File: src/rtl/plot_scheduler_if.sv
// Plot-port bundle between the game logic and the plot scheduler.
// The master side drives player data and requests; the scheduler (slave) returns the plot stream.
interface plot_scheduler_if #(
  parameter int NUM_PLAYERS = 4,
  parameter int X_W         = 8,
  parameter int Y_W         = 7,
  parameter int COLOUR_W    = 3
);
  logic [NUM_PLAYERS*(X_W+Y_W)-1:0] p_pos;
  logic [NUM_PLAYERS*COLOUR_W-1:0]  p_colour;
  logic [NUM_PLAYERS-1:0]           p_en;
  logic                             start;
  logic                             timer_tick;
  logic [X_W-1:0]                   x;
  logic [Y_W-1:0]                   y;
  logic [COLOUR_W-1:0]              colour;
  logic                             plot;
  logic                             running;
  logic [X_W-1:0]                   timer_x;

  modport master (
    output p_pos, p_colour, p_en, start, timer_tick,
    input  x, y, colour, plot, running, timer_x
  );

  modport slave (
    input  p_pos, p_colour, p_en, start, timer_tick,
    output x, y, colour, plot, running, timer_x
  );
endinterface

File: src/rtl/plot_scheduler.sv
// Time-multiplexes player pixels and the countdown-bar pixel onto one VGA plot port and owns the game run state.
// Optional screen-clear sweep before each game: define PLOT_SCHEDULER_CLEAR_EN.
module plot_scheduler #(
  parameter int                   NUM_PLAYERS  = 4,
  parameter int                   X_W          = 8,
  parameter int                   Y_W          = 7,
  parameter int                   COLOUR_W     = 3,
  parameter int                   TIMER_X_MAX  = 158,
  parameter int                   TIMER_Y      = 119,
  parameter logic [COLOUR_W-1:0]  TIMER_COLOUR = 3'b111,
  parameter int                   SCREEN_W     = 160,
  parameter int                   SCREEN_H     = 120,
  parameter logic [COLOUR_W-1:0]  BG_COLOUR    = 3'b000
) (
  input logic              CLOCK_50,
  input logic              reset,
  plot_scheduler_if.slave  bus
);
  localparam int PW     = X_W + Y_W;
  localparam int SLOT_W = $clog2(NUM_PLAYERS + 1);
  localparam int NSLOT  = 1 << SLOT_W;
  localparam logic [SLOT_W-1:0] TIMER_SLOT = SLOT_W'(NUM_PLAYERS);

`ifdef PLOT_SCHEDULER_CLEAR_EN
  typedef enum logic [1:0] {S_IDLE, S_RUN, S_DONE, S_CLEAR} state_t;
`else
  typedef enum logic [1:0] {S_IDLE, S_RUN, S_DONE} state_t;
`endif

  state_t              r_state, w_state_nxt;
  logic [SLOT_W-1:0]   r_slot, w_slot_nxt;
  logic [X_W-1:0]      r_timer_x, w_timer_nxt;
  logic [X_W-1:0]      r_x, w_x_nxt;
  logic [Y_W-1:0]      r_y, w_y_nxt;
  logic [COLOUR_W-1:0] r_colour, w_colour_nxt;
  logic                r_plot, w_plot_nxt;
  logic                r_running;
`ifdef PLOT_SCHEDULER_CLEAR_EN
  logic [X_W-1:0]      r_cx, w_cx_nxt;
  logic [Y_W-1:0]      r_cy, w_cy_nxt;
`endif

  // Per-slot views padded to a power of two so the slot counter indexes them directly
  logic [X_W-1:0]      w_px [NSLOT];
  logic [Y_W-1:0]      w_py [NSLOT];
  logic [COLOUR_W-1:0] w_pc [NSLOT];
  logic [NSLOT-1:0]    w_en;

  for (genvar g = 0; g < NSLOT; g++) begin : g_unpack
    if (g < NUM_PLAYERS) begin : g_player
      assign w_px[g] = bus.p_pos[g*PW + Y_W +: X_W];
      assign w_py[g] = bus.p_pos[g*PW +: Y_W];
      assign w_pc[g] = bus.p_colour[g*COLOUR_W +: COLOUR_W];
      assign w_en[g] = bus.p_en[g];
    end else begin : g_unused
      assign w_px[g] = '0;
      assign w_py[g] = '0;
      assign w_pc[g] = '0;
      assign w_en[g] = 1'b0;
    end
  end

  // Next-state, slot, timer and pixel selection
  always_comb begin
    w_state_nxt  = r_state;
    w_slot_nxt   = '0;
    w_timer_nxt  = r_timer_x;
    w_x_nxt      = r_x;
    w_y_nxt      = r_y;
    w_colour_nxt = r_colour;
    w_plot_nxt   = 1'b0;
`ifdef PLOT_SCHEDULER_CLEAR_EN
    w_cx_nxt     = r_cx;
    w_cy_nxt     = r_cy;
`endif
    case (r_state)
      S_IDLE, S_DONE: begin
        if (bus.start) begin
          w_timer_nxt = '0;
`ifdef PLOT_SCHEDULER_CLEAR_EN
          w_state_nxt = S_CLEAR;
          w_cx_nxt    = '0;
          w_cy_nxt    = '0;
`else
          w_state_nxt = S_RUN;
`endif
        end else begin
          w_state_nxt = r_state;
        end
      end
      S_RUN: begin
        // The final tick ends the game on this edge, so the bar never grows past its limit
        if (bus.timer_tick && (r_timer_x == X_W'(TIMER_X_MAX))) begin
          w_state_nxt = S_DONE;
        end else begin
          if (r_slot == TIMER_SLOT) begin
            w_x_nxt      = r_timer_x;
            w_y_nxt      = Y_W'(TIMER_Y);
            w_colour_nxt = TIMER_COLOUR;
            w_plot_nxt   = 1'b1;
            w_slot_nxt   = '0;
          end else begin
            w_plot_nxt = w_en[r_slot];
            w_slot_nxt = r_slot + SLOT_W'(1);
            if (w_en[r_slot]) begin
              w_x_nxt      = w_px[r_slot];
              w_y_nxt      = w_py[r_slot];
              w_colour_nxt = w_pc[r_slot];
            end else begin
              w_x_nxt = r_x;
            end
          end
          if (bus.timer_tick) begin
            w_timer_nxt = r_timer_x + X_W'(1);
          end else begin
            w_timer_nxt = r_timer_x;
          end
        end
      end
`ifdef PLOT_SCHEDULER_CLEAR_EN
      S_CLEAR: begin
        w_x_nxt      = r_cx;
        w_y_nxt      = r_cy;
        w_colour_nxt = BG_COLOUR;
        w_plot_nxt   = 1'b1;
        if (r_cx == X_W'(SCREEN_W - 1)) begin
          w_cx_nxt = '0;
          if (r_cy == Y_W'(SCREEN_H - 1)) begin
            w_cy_nxt    = '0;
            w_state_nxt = S_RUN;
          end else begin
            w_cy_nxt = r_cy + Y_W'(1);
          end
        end else begin
          w_cx_nxt = r_cx + X_W'(1);
        end
      end
`endif
      default: begin
        w_state_nxt = S_IDLE;
      end
    endcase
  end

  // State and registered plot outputs
  always_ff @(posedge CLOCK_50 or posedge reset) begin
    if (reset) begin
      r_state   <= S_IDLE;
      r_slot    <= '0;
      r_timer_x <= '0;
      r_x       <= '0;
      r_y       <= '0;
      r_colour  <= '0;
      r_plot    <= 1'b0;
      r_running <= 1'b0;
`ifdef PLOT_SCHEDULER_CLEAR_EN
      r_cx      <= '0;
      r_cy      <= '0;
`endif
    end else begin
      r_state   <= w_state_nxt;
      r_slot    <= w_slot_nxt;
      r_timer_x <= w_timer_nxt;
      r_x       <= w_x_nxt;
      r_y       <= w_y_nxt;
      r_colour  <= w_colour_nxt;
      r_plot    <= w_plot_nxt;
      r_running <= (w_state_nxt == S_RUN);
`ifdef PLOT_SCHEDULER_CLEAR_EN
      r_cx      <= w_cx_nxt;
      r_cy      <= w_cy_nxt;
`endif
    end
  end

  assign bus.x       = r_x;
  assign bus.y       = r_y;
  assign bus.colour  = r_colour;
  assign bus.plot    = r_plot;
  assign bus.running = r_running;
  assign bus.timer_x = r_timer_x;
endmodule

File: src/flat_wrapper.sv
// flat-port wrapper written by rule: the top's interface ports become plain ports
module plot_scheduler_flat 
#(
  parameter int                   NUM_PLAYERS  = 4,
  parameter int                   X_W          = 8,
  parameter int                   Y_W          = 7,
  parameter int                   COLOUR_W     = 3,
  parameter int                   TIMER_X_MAX  = 158,
  parameter int                   TIMER_Y      = 119,
  parameter logic [COLOUR_W-1:0]  TIMER_COLOUR = 3'b111,
  parameter int                   SCREEN_W     = 160,
  parameter int                   SCREEN_H     = 120,
  parameter logic [COLOUR_W-1:0]  BG_COLOUR    = 3'b000
)
  (CLOCK_50, reset, bus_p_pos, bus_p_colour, bus_p_en, bus_start, bus_timer_tick, bus_x, bus_y, bus_colour, bus_plot, bus_running, bus_timer_x);
  plot_scheduler_if #(.NUM_PLAYERS(NUM_PLAYERS), .X_W(X_W), .Y_W(Y_W), .COLOUR_W(COLOUR_W)) bus_i ();
  input logic CLOCK_50;
  input logic reset;
  input wire logic [$bits(bus_i.p_pos)-1:0] bus_p_pos;
  input wire logic [$bits(bus_i.p_colour)-1:0] bus_p_colour;
  input wire logic [$bits(bus_i.p_en)-1:0] bus_p_en;
  input wire logic [$bits(bus_i.start)-1:0] bus_start;
  input wire logic [$bits(bus_i.timer_tick)-1:0] bus_timer_tick;
  output wire logic [$bits(bus_i.x)-1:0] bus_x;
  output wire logic [$bits(bus_i.y)-1:0] bus_y;
  output wire logic [$bits(bus_i.colour)-1:0] bus_colour;
  output wire logic [$bits(bus_i.plot)-1:0] bus_plot;
  output wire logic [$bits(bus_i.running)-1:0] bus_running;
  output wire logic [$bits(bus_i.timer_x)-1:0] bus_timer_x;
  assign bus_i.p_pos = bus_p_pos;
  assign bus_i.p_colour = bus_p_colour;
  assign bus_i.p_en = bus_p_en;
  assign bus_i.start = bus_start;
  assign bus_i.timer_tick = bus_timer_tick;
  assign bus_x = bus_i.x;
  assign bus_y = bus_i.y;
  assign bus_colour = bus_i.colour;
  assign bus_plot = bus_i.plot;
  assign bus_running = bus_i.running;
  assign bus_timer_x = bus_i.timer_x;
  plot_scheduler #(.NUM_PLAYERS(NUM_PLAYERS), .X_W(X_W), .Y_W(Y_W), .COLOUR_W(COLOUR_W), .TIMER_X_MAX(TIMER_X_MAX), .TIMER_Y(TIMER_Y), .TIMER_COLOUR(TIMER_COLOUR), .SCREEN_W(SCREEN_W), .SCREEN_H(SCREEN_H), .BG_COLOUR(BG_COLOUR)) u_core (.CLOCK_50(CLOCK_50), .reset(reset), .bus(bus_i));
endmodule
File: config.mk
export PLATFORM = sky130hd
export DESIGN_NAME = plot_scheduler_flat
export DESIGN_NICKNAME = d
export VERILOG_FILES = /design/src/rtl/plot_scheduler_if.sv /design/src/rtl/plot_scheduler.sv /design/src/flat_wrapper.sv
export SDC_FILE = /design/constraint.sdc
export NUM_CORES = 1
export LEC_CHECK = 0
export CORE_MARGIN = 5
export CORE_UTILIZATION = 40
export DETAILED_ROUTE_END_ITERATION = 8
export PLACE_DENSITY = 0.91
export SYNTH_ARGS = -nofsm -noshare
export SYNTH_HDL_FRONTEND = slang
export SYNTH_SLANG_ARGS = --single-unit
export TNS_END_PERCENT = 5
File: constraint.sdc
create_clock -name CLOCK_50 -period 6.1 [get_ports CLOCK_50]
set_input_delay 1.22 -clock CLOCK_50 [delete_from_list [all_inputs] [get_ports CLOCK_50]]
set_output_delay 1.22 -clock CLOCK_50 [all_outputs]
set_load 0.005 [all_outputs]
==> impl_results.md, run 1 <==
* Status: complete, no violations
* Vert. Die Dim at 84.5 um
* Ys Warns at 0
* Crit-path leading delay family: compound AO/OA/AOI/OAI gates
* Post-synthesis sequential area ratio at 37.2%
* CTS Buf Count at 5
* Clk pwr share at 23.0%
* Syn Inst Count at 189
* Crit path kind: input port to flop
* CP Launch Point: bus_timer_tick
* Pre-CTS setup slack at 2900 ps
* Avg Synthesized Cell Area at 11.8 sq um
* I/O pin count at 108
* CTS H-tree lvls at 2
* Vias after detailed routing at 2018
* Die area at 7140 sq um
* ANT cells at 0
* Final Wtd Congestion at 0.866
* Die width at 84.5 um
* Max_cap viols at 0
* Flop2flop setup slack at 3600 ps
* Worst path slowest cell: a21oi_4
* Area growth from synthesis to layout at 52.6%
* Sequential Power Share at 45.0%
* Post-Synth Simple-Gate Area at 14.6%
* CTS Hold Bufs at 0
* Synth Flop Type: dfrtp_1
* Switching Share at 28.9%
* Clock period minus worst slack at 2890 ps
* Synth Area in Compound Gates at 15.1%
* Hold Worst Slack at 507 ps
* Most common cell in the netlist: dfrtp_1
* Vias in the first global route at 2134
* Pin count of the biggest net entering global routing at 34
* Synth top area cells: dfrtp_1, mux4_2, mux2_4
* Req. time, crit path at 6270 ps
* Max-slew violations at 0
* Critical path depth at 5
* FFs w/ async S/R, synth at 100%
* Measured slew at the worst slew-check pin at 956 ps
* Nets at 376
* Core area at 5440 sq um
* Clk_skew at 4.72 ps
* Post-CTS Setup Inserts at 0
* Pre-antenna DRT Iters at 4
* Crit share post-route at 47.3%
* Main combinational cell family by area after synthesis: multiplexers
* Fillers at 440
* Initial DRC Count at 122
* Final worst setup slack at 3210 ps
* Synthesized Nets at 273
* Cell Chain, Critical Path: clkdlybuf4s50_1, nor4bb_4, a31o_4, a21oi_4, mux2_4
* Top cells by count, synth: dfrtp_1, nand3_1, inv_1, mux2_2, mux4_2
* Peak supply drop at 0.000109 V
* Hold Startpoint: u_core.bus.y[1]
* Longest Clk Path Bufs at 2
* Synthesized flop and latch total at 33
* Layout cells sized above 1 at 16.0%
* DRT Wirelength at 6.51 mm
* Root Buffer: clkbuf_8
* Post-Synth XOR/XNOR Area at 0.394%
* Power Total at 674 uW
* Cts repair resizes at 0
* # rows at 27
* Power density over the cells at 199 nW/um^2
* Final Hold Fails at 0
* Antenna violation net count after detailed routing at 0
* Via density at 5.53
* Largest area contributor in the netlist: dfrtp_1
* Fin Setup TNS at 0 ps
* Critical Path AT at 3050 ps
* Buffers on Ports at 107
* GRT overflow at 0
* RR Startpoint: u_core.r_slot[0]
* Slew margin rel. at 36.3%
* Total GRT Usage at 18.6%
* Avg WL per Cell at 17.8 um
* Worst r2r dst: u_core.bus.x[3]
* Crit end category: flop
* Worst skew pair latency at 280 ps
* Netlist Area Pre-Place at 2220 sq um
* Setup violations, final at 0
* Worst hold path class: flop to flop
* Fmax at 346 MHz
* First-pass GRT wire length at 10.6 mm
* Power Internal at 479 uW
* Critical Path End: u_core.bus.x[3]
* CP bufs+invs at 1
* Initial Utilization at 40.8%
* DRC viols at 0
* Mux contribution to synthesized area at 24.7%
* Initial antenna violation count at 0
* Worst path max stage delay at 520 ps
* Gate power share at 31.9%
* Net Sw Power at 195 uW
* DP HPWL at 4.96 mm
* Clk slew on worst S/H paths at 60 ps
* Reg2Reg Depth at 6
* CP max FO at 19
* Clock sink total at 33
* Startpoint types: input port
* Yosys cell types at 44
* Synth top area share at 37.2%
* P_leak at 1.40 nW
* RSZ-0062 raised after global routing: false
* EDFF count, synth at 0
* Adder-cell area share of the yosys netlist at 2.25%
* TritonCTS clock tree: done
power by group through the flow:
stage,Clock [mW],Combinational (mW),Sequential [mW]
finish,0.155,0.215,0.304
global route,0.171,0.234,0.309
CTS,0.163,0.218,0.303
detailed placement,0,0.216,0.306
global placement,0,0.210,0.305
floorplan,0,0.0918,0.289
state kept, by name (all words and copies together) (netlist names):
signal,flops
u_core.bus.y,7
u_core.r_state,2
u_core.bus.x,8
u_core.bus.running,1
u_core.bus.timer_x,8
u_core.bus.colour,3
u_core.bus.plot,1
u_core.r_slot,3
stage by stage:
step           instance area [sq um]  std cells  utilization, %
2_1_floorplan                   2220        189               -
3_3_place_gp                    3310        357            60.8
3_5_place_dp                    3310        357            60.8
4_1_cts                         3390        365            62.3
5_1_grt                         3390        365            62.3
6_report                        3390        365            62.3
cell families after synthesis:
kind of cell	after synthesis
compound gates	38
xor+xnor	1
fa+ha+maj	4
buf+inv	23
flops	33
mux	37
simple gates	53
worst min path at each step:
stage / to / slack (ps) / cells past startpoint
after floorplan: u_core.bus.y[4] / 510 / 1
after global placement: u_core.bus.y[1] / 490 / 1
after detailed placement: u_core.bus.y[1] / 500 / 1
after CTS: u_core.bus.y[1] / 510 / 1
after global routing: u_core.bus.y[6] / 520 / 1
final: u_core.bus.y[1] / 510 / 1
routing by layer:
metal	vias up	GRT usage [%]	share of wire, %
met4	0	5.61	1.2
met3	7	6.87	9.0
met1	988	22.9	40
met5	-	0	0
li1	936	-	-
met2	87	30.4	49
cell usage in the layout (no fill, tap or decap), types with 4 or more instances in the layout:
master           count
clkdlybuf4s50_1    107
dfrtp_1             33
nand3_1             14
inv_1               10
mux2_2              10
mux4_2              10
mux2i_1              9
nor3_1               9
mux2_4               8
o22a_1               8
a221o_1              7
o21ai_0              5
nor2_1               5
clkbuf_8             5
nand2_1              4
ha_1                 4
area by class of cell:
| cell class | instances | area, sq um | share of cell area [%] |
|---|---|---|---|
| clock buffer | 6 | 72.6 | 2.14 |
| sequential | 33 | 826 | 24.4 |
| multi-input combinational | 133 | 1270 | 37.4 |
| tap | 72 | 90.1 | 2.66 |
| inverter | 10 | 37.5 | 1.11 |
| clock inverter | 2 | 10.0 | 0.295 |
| timing repair buffer | 109 | 1090 | 32.1 |
Note: power is estimated with default switching activity, not from simulation.
==> inputs of run 2 (changes only) <==
CORE_UTILIZATION = 37   (was 40)
PLACE_DENSITY = 0.89   (was 0.91)
clock period = 2.5 ns   (was 6.1 ns; I/O delays follow)
==> run 2 against run 1 <==
Total power is 150% higher; clock skew about the same; highest routed layer unchanged; sequential cell count is the same; sequential share of layout area fell by 0.40 points; cell count grew 2.7%; core utilization down 3.8 points; critical path depth is the same; non-clock buffer count up 7; via count up 0.84%; final area grew 1.7%.
==> impl_results.md, run 2 (synthesized netlist as in run 1, its figures left out) <==
* Status: complete, no violations
* Clk_skew at 4.61 ps (-0.111 ps)
* Via density at 5.43 (-1.8%)
* Avg WL per Cell at 17.9 um (+0.14%)
* Clock period minus worst slack at 2200 ps
* Vias after detailed routing at 2035 (+0.84%)
* Layout cells sized above 1 at 18.0% (+2.0 points)
* Power density over the cells at 484 nW/um^2 (+140%)
* Nets at 383 (+1.9%)
* Hold Path Depth at 1 (unchanged)
* Crit end category: flop
* Pre-CTS setup slack at 24.9 ps (-2880 ps)
* Req. time, crit path at 2670 ps (-3600 ps)
* Power Total at 1.67 mW (+150%)
* Initial antenna violation count at 0 (unchanged)
* TritonCTS clock tree: done
* Fin Setup TNS at 0 ps (unchanged)
* First-pass GRT wire length at 10.4 mm (-1.6%)
* Crit share post-route at 88.0%
* CTS Hold Bufs at 0 (unchanged)
* Placed cell area at 3360 sq um (+1.7%)
* Sequential Power Share at 43.5% (-1.5 points)
* RSZ-0062 raised after global routing: false
* Power Internal at 1.18 mW (+150%)
* ANT cells at 0 (unchanged)
* Die area at 7650 sq um (+7.1%)
* Post-layout util at 58.5% (-3.8 points)
* Total GRT Usage at 17.7% (-0.84 points)
* Switching Share at 29.1% (+0.19 points)
* CP max FO at 19 (unchanged)
* Most frequent cells in the layout: clkdlybuf4s50_1, dfrtp_1, nand3_1
* Max_cap viols at 0 (unchanged)
* Worst path slowest cell: a21oi_4
* Post-CTS Setup Inserts at 0 (unchanged)
* Gate power share at 33.6% (+1.7 points)
* DRC viols at 0 (unchanged)
* Final Wtd Congestion at 0.829 (-4.3%)
* Final Hold Fails at 0 (unchanged)
* Register cell area after layout at 826 sq um (unchanged)
* Worst skew pair latency at 280 ps (about the same)
* Clock sink total at 33 (unchanged)
* Cts repair resizes at 0 (unchanged)
* Pin count of the biggest net entering global routing at 34 (unchanged)
* Longest Clk Path Bufs at 2 (unchanged)
* I/O pin count at 108 (unchanged)
* Worst hold path class: flop to flop
* Measured slew at the worst slew-check pin at 690 ps (-266 ps)
* Startpoint types: input port
* Clk slew on worst S/H paths at 70 ps (about the same)
* P_leak at 1.44 nW (+2.4%)
* Core area at 5890 sq um (+8.2%)
* Final instance area at 3440 sq um (+1.7%)
* Initial Utilization at 37.7% (-3.1 points)
* Fillers at 496 (+13%)
* Fmax at 455 MHz
* Setup violations, final at 0 (unchanged)
* DP HPWL at 5.35 mm (+7.9%)
* Critical Path AT at 2370 ps (-680 ps)
* CTS H-tree lvls at 2 (unchanged)
* Root Buffer: clkbuf_8
* Max-slew violations at 0 (unchanged)
* DRT Wirelength at 6.70 mm (+2.9%)
* Peak supply drop at 0.000289 V (+160%)
* Non-filler instance count after layout at 375 (+2.7%)
* GRT overflow at 0 (unchanged)
* Vert. Die Dim at 87.5 um (+3.5%)
* Crit path kind: input port to flop
* Net Sw Power at 485 uW (+150%)
* CTS Buf Count at 5 (unchanged)
* Vias in the first global route at 2111 (-1.1%)
* Slew margin rel. at 53.9% (+18 points)
* Post-Place Cells at 367 (+2.8%)
* Clk pwr share at 22.9% (about the same)
* Buffers on Ports at 107 (unchanged)
* Cell Chain, Critical Path: clkdlybuf4s50_1, nor4bb_4, a31o_4, a21oi_4, mux2_4
* Initial DRC Count at 131 (+7.4%)
* Worst path max stage delay at 540 ps (+20 ps)
* Hold Worst Slack at 514 ps (+7.22 ps)
* Most common cell after layout, fill and taps aside: clkdlybuf4s50_1
* Area growth from synthesis to layout at 55.1%
* Antenna violation net count after detailed routing at 0 (unchanged)
* Die width at 87.5 um (+3.5%)
* Final worst setup slack at 301 ps (-2910 ps)
* Reg2Reg Depth at 6 (unchanged)
* Pre-antenna DRT Iters at 4 (unchanged)
* Area of the multi-input gates at 1270 sq um (unchanged)
* # rows at 28 (+3.7%)
run 2: path summary, 6_finish.rpt:
kind / start / end / slack (ps)
setup / recovery: bus_timer_tick / u_core.bus.x[2] / 300
hold / removal: u_core.bus.y[2] / u_core.bus.y[2] / 510
setup reg to reg: u_core.bus.timer_x[0] / u_core.bus.x[2] / 420
hold reg to reg: u_core.bus.y[2] / u_core.bus.y[2] / 510
max in group asynchronous: reset / u_core.r_slot[0] / 1590
min in group asynchronous: reset / u_core.bus.x[0] / 610
run 2: cell type report:
cell class              count  share of cell area [%]
multi-input cells         133                    36.8
repair buffers            116                    33.1
flip-flops and latches     33                    24.0
well taps                  75                    2.72
clock buffers               6                    2.11
inverters                  10                    1.09
clock inverters             2                   0.291
run 2: critical path, delay by kind of cell:
family | cells | cell delay, ps
AND/OR/NAND/NOR | 1 | 210
multiplexers | 1 | 350
AO/OA/AOI/OAI | 2 | 830
buffers and inverters | 1 | 470
run 2: layer usage:
metal / global-route usage [%] / wire length (um)
met5: 0 / 0
met4: 5.72 / 87
met3: 5.77 / 741
met2: 30.2 / 3280
met1: 21.0 / 2590
run 2: power groups by stage:
| stage | Sequential (mW) | Clock, mW | Combinational (mW) |
|---|---|---|---|
| finish | 0.725 | 0.382 | 0.561 |
| global route | 0.740 | 0.417 | 0.607 |
| CTS | 0.723 | 0.396 | 0.566 |
| detailed placement | 0.730 | 0 | 0.563 |
| global placement | 0.727 | 0 | 0.552 |
| floorplan | 0.706 | 0 | 0.224 |
==> inputs of run 3 (changes only) <==
ABC_CLOCK_PERIOD_IN_PS = 2500   (was not set)
CAP_MARGIN = 20   (was not set)
==> results of run 3 <==
No change in the layout: final DEF, timing and power equal those of run 2.
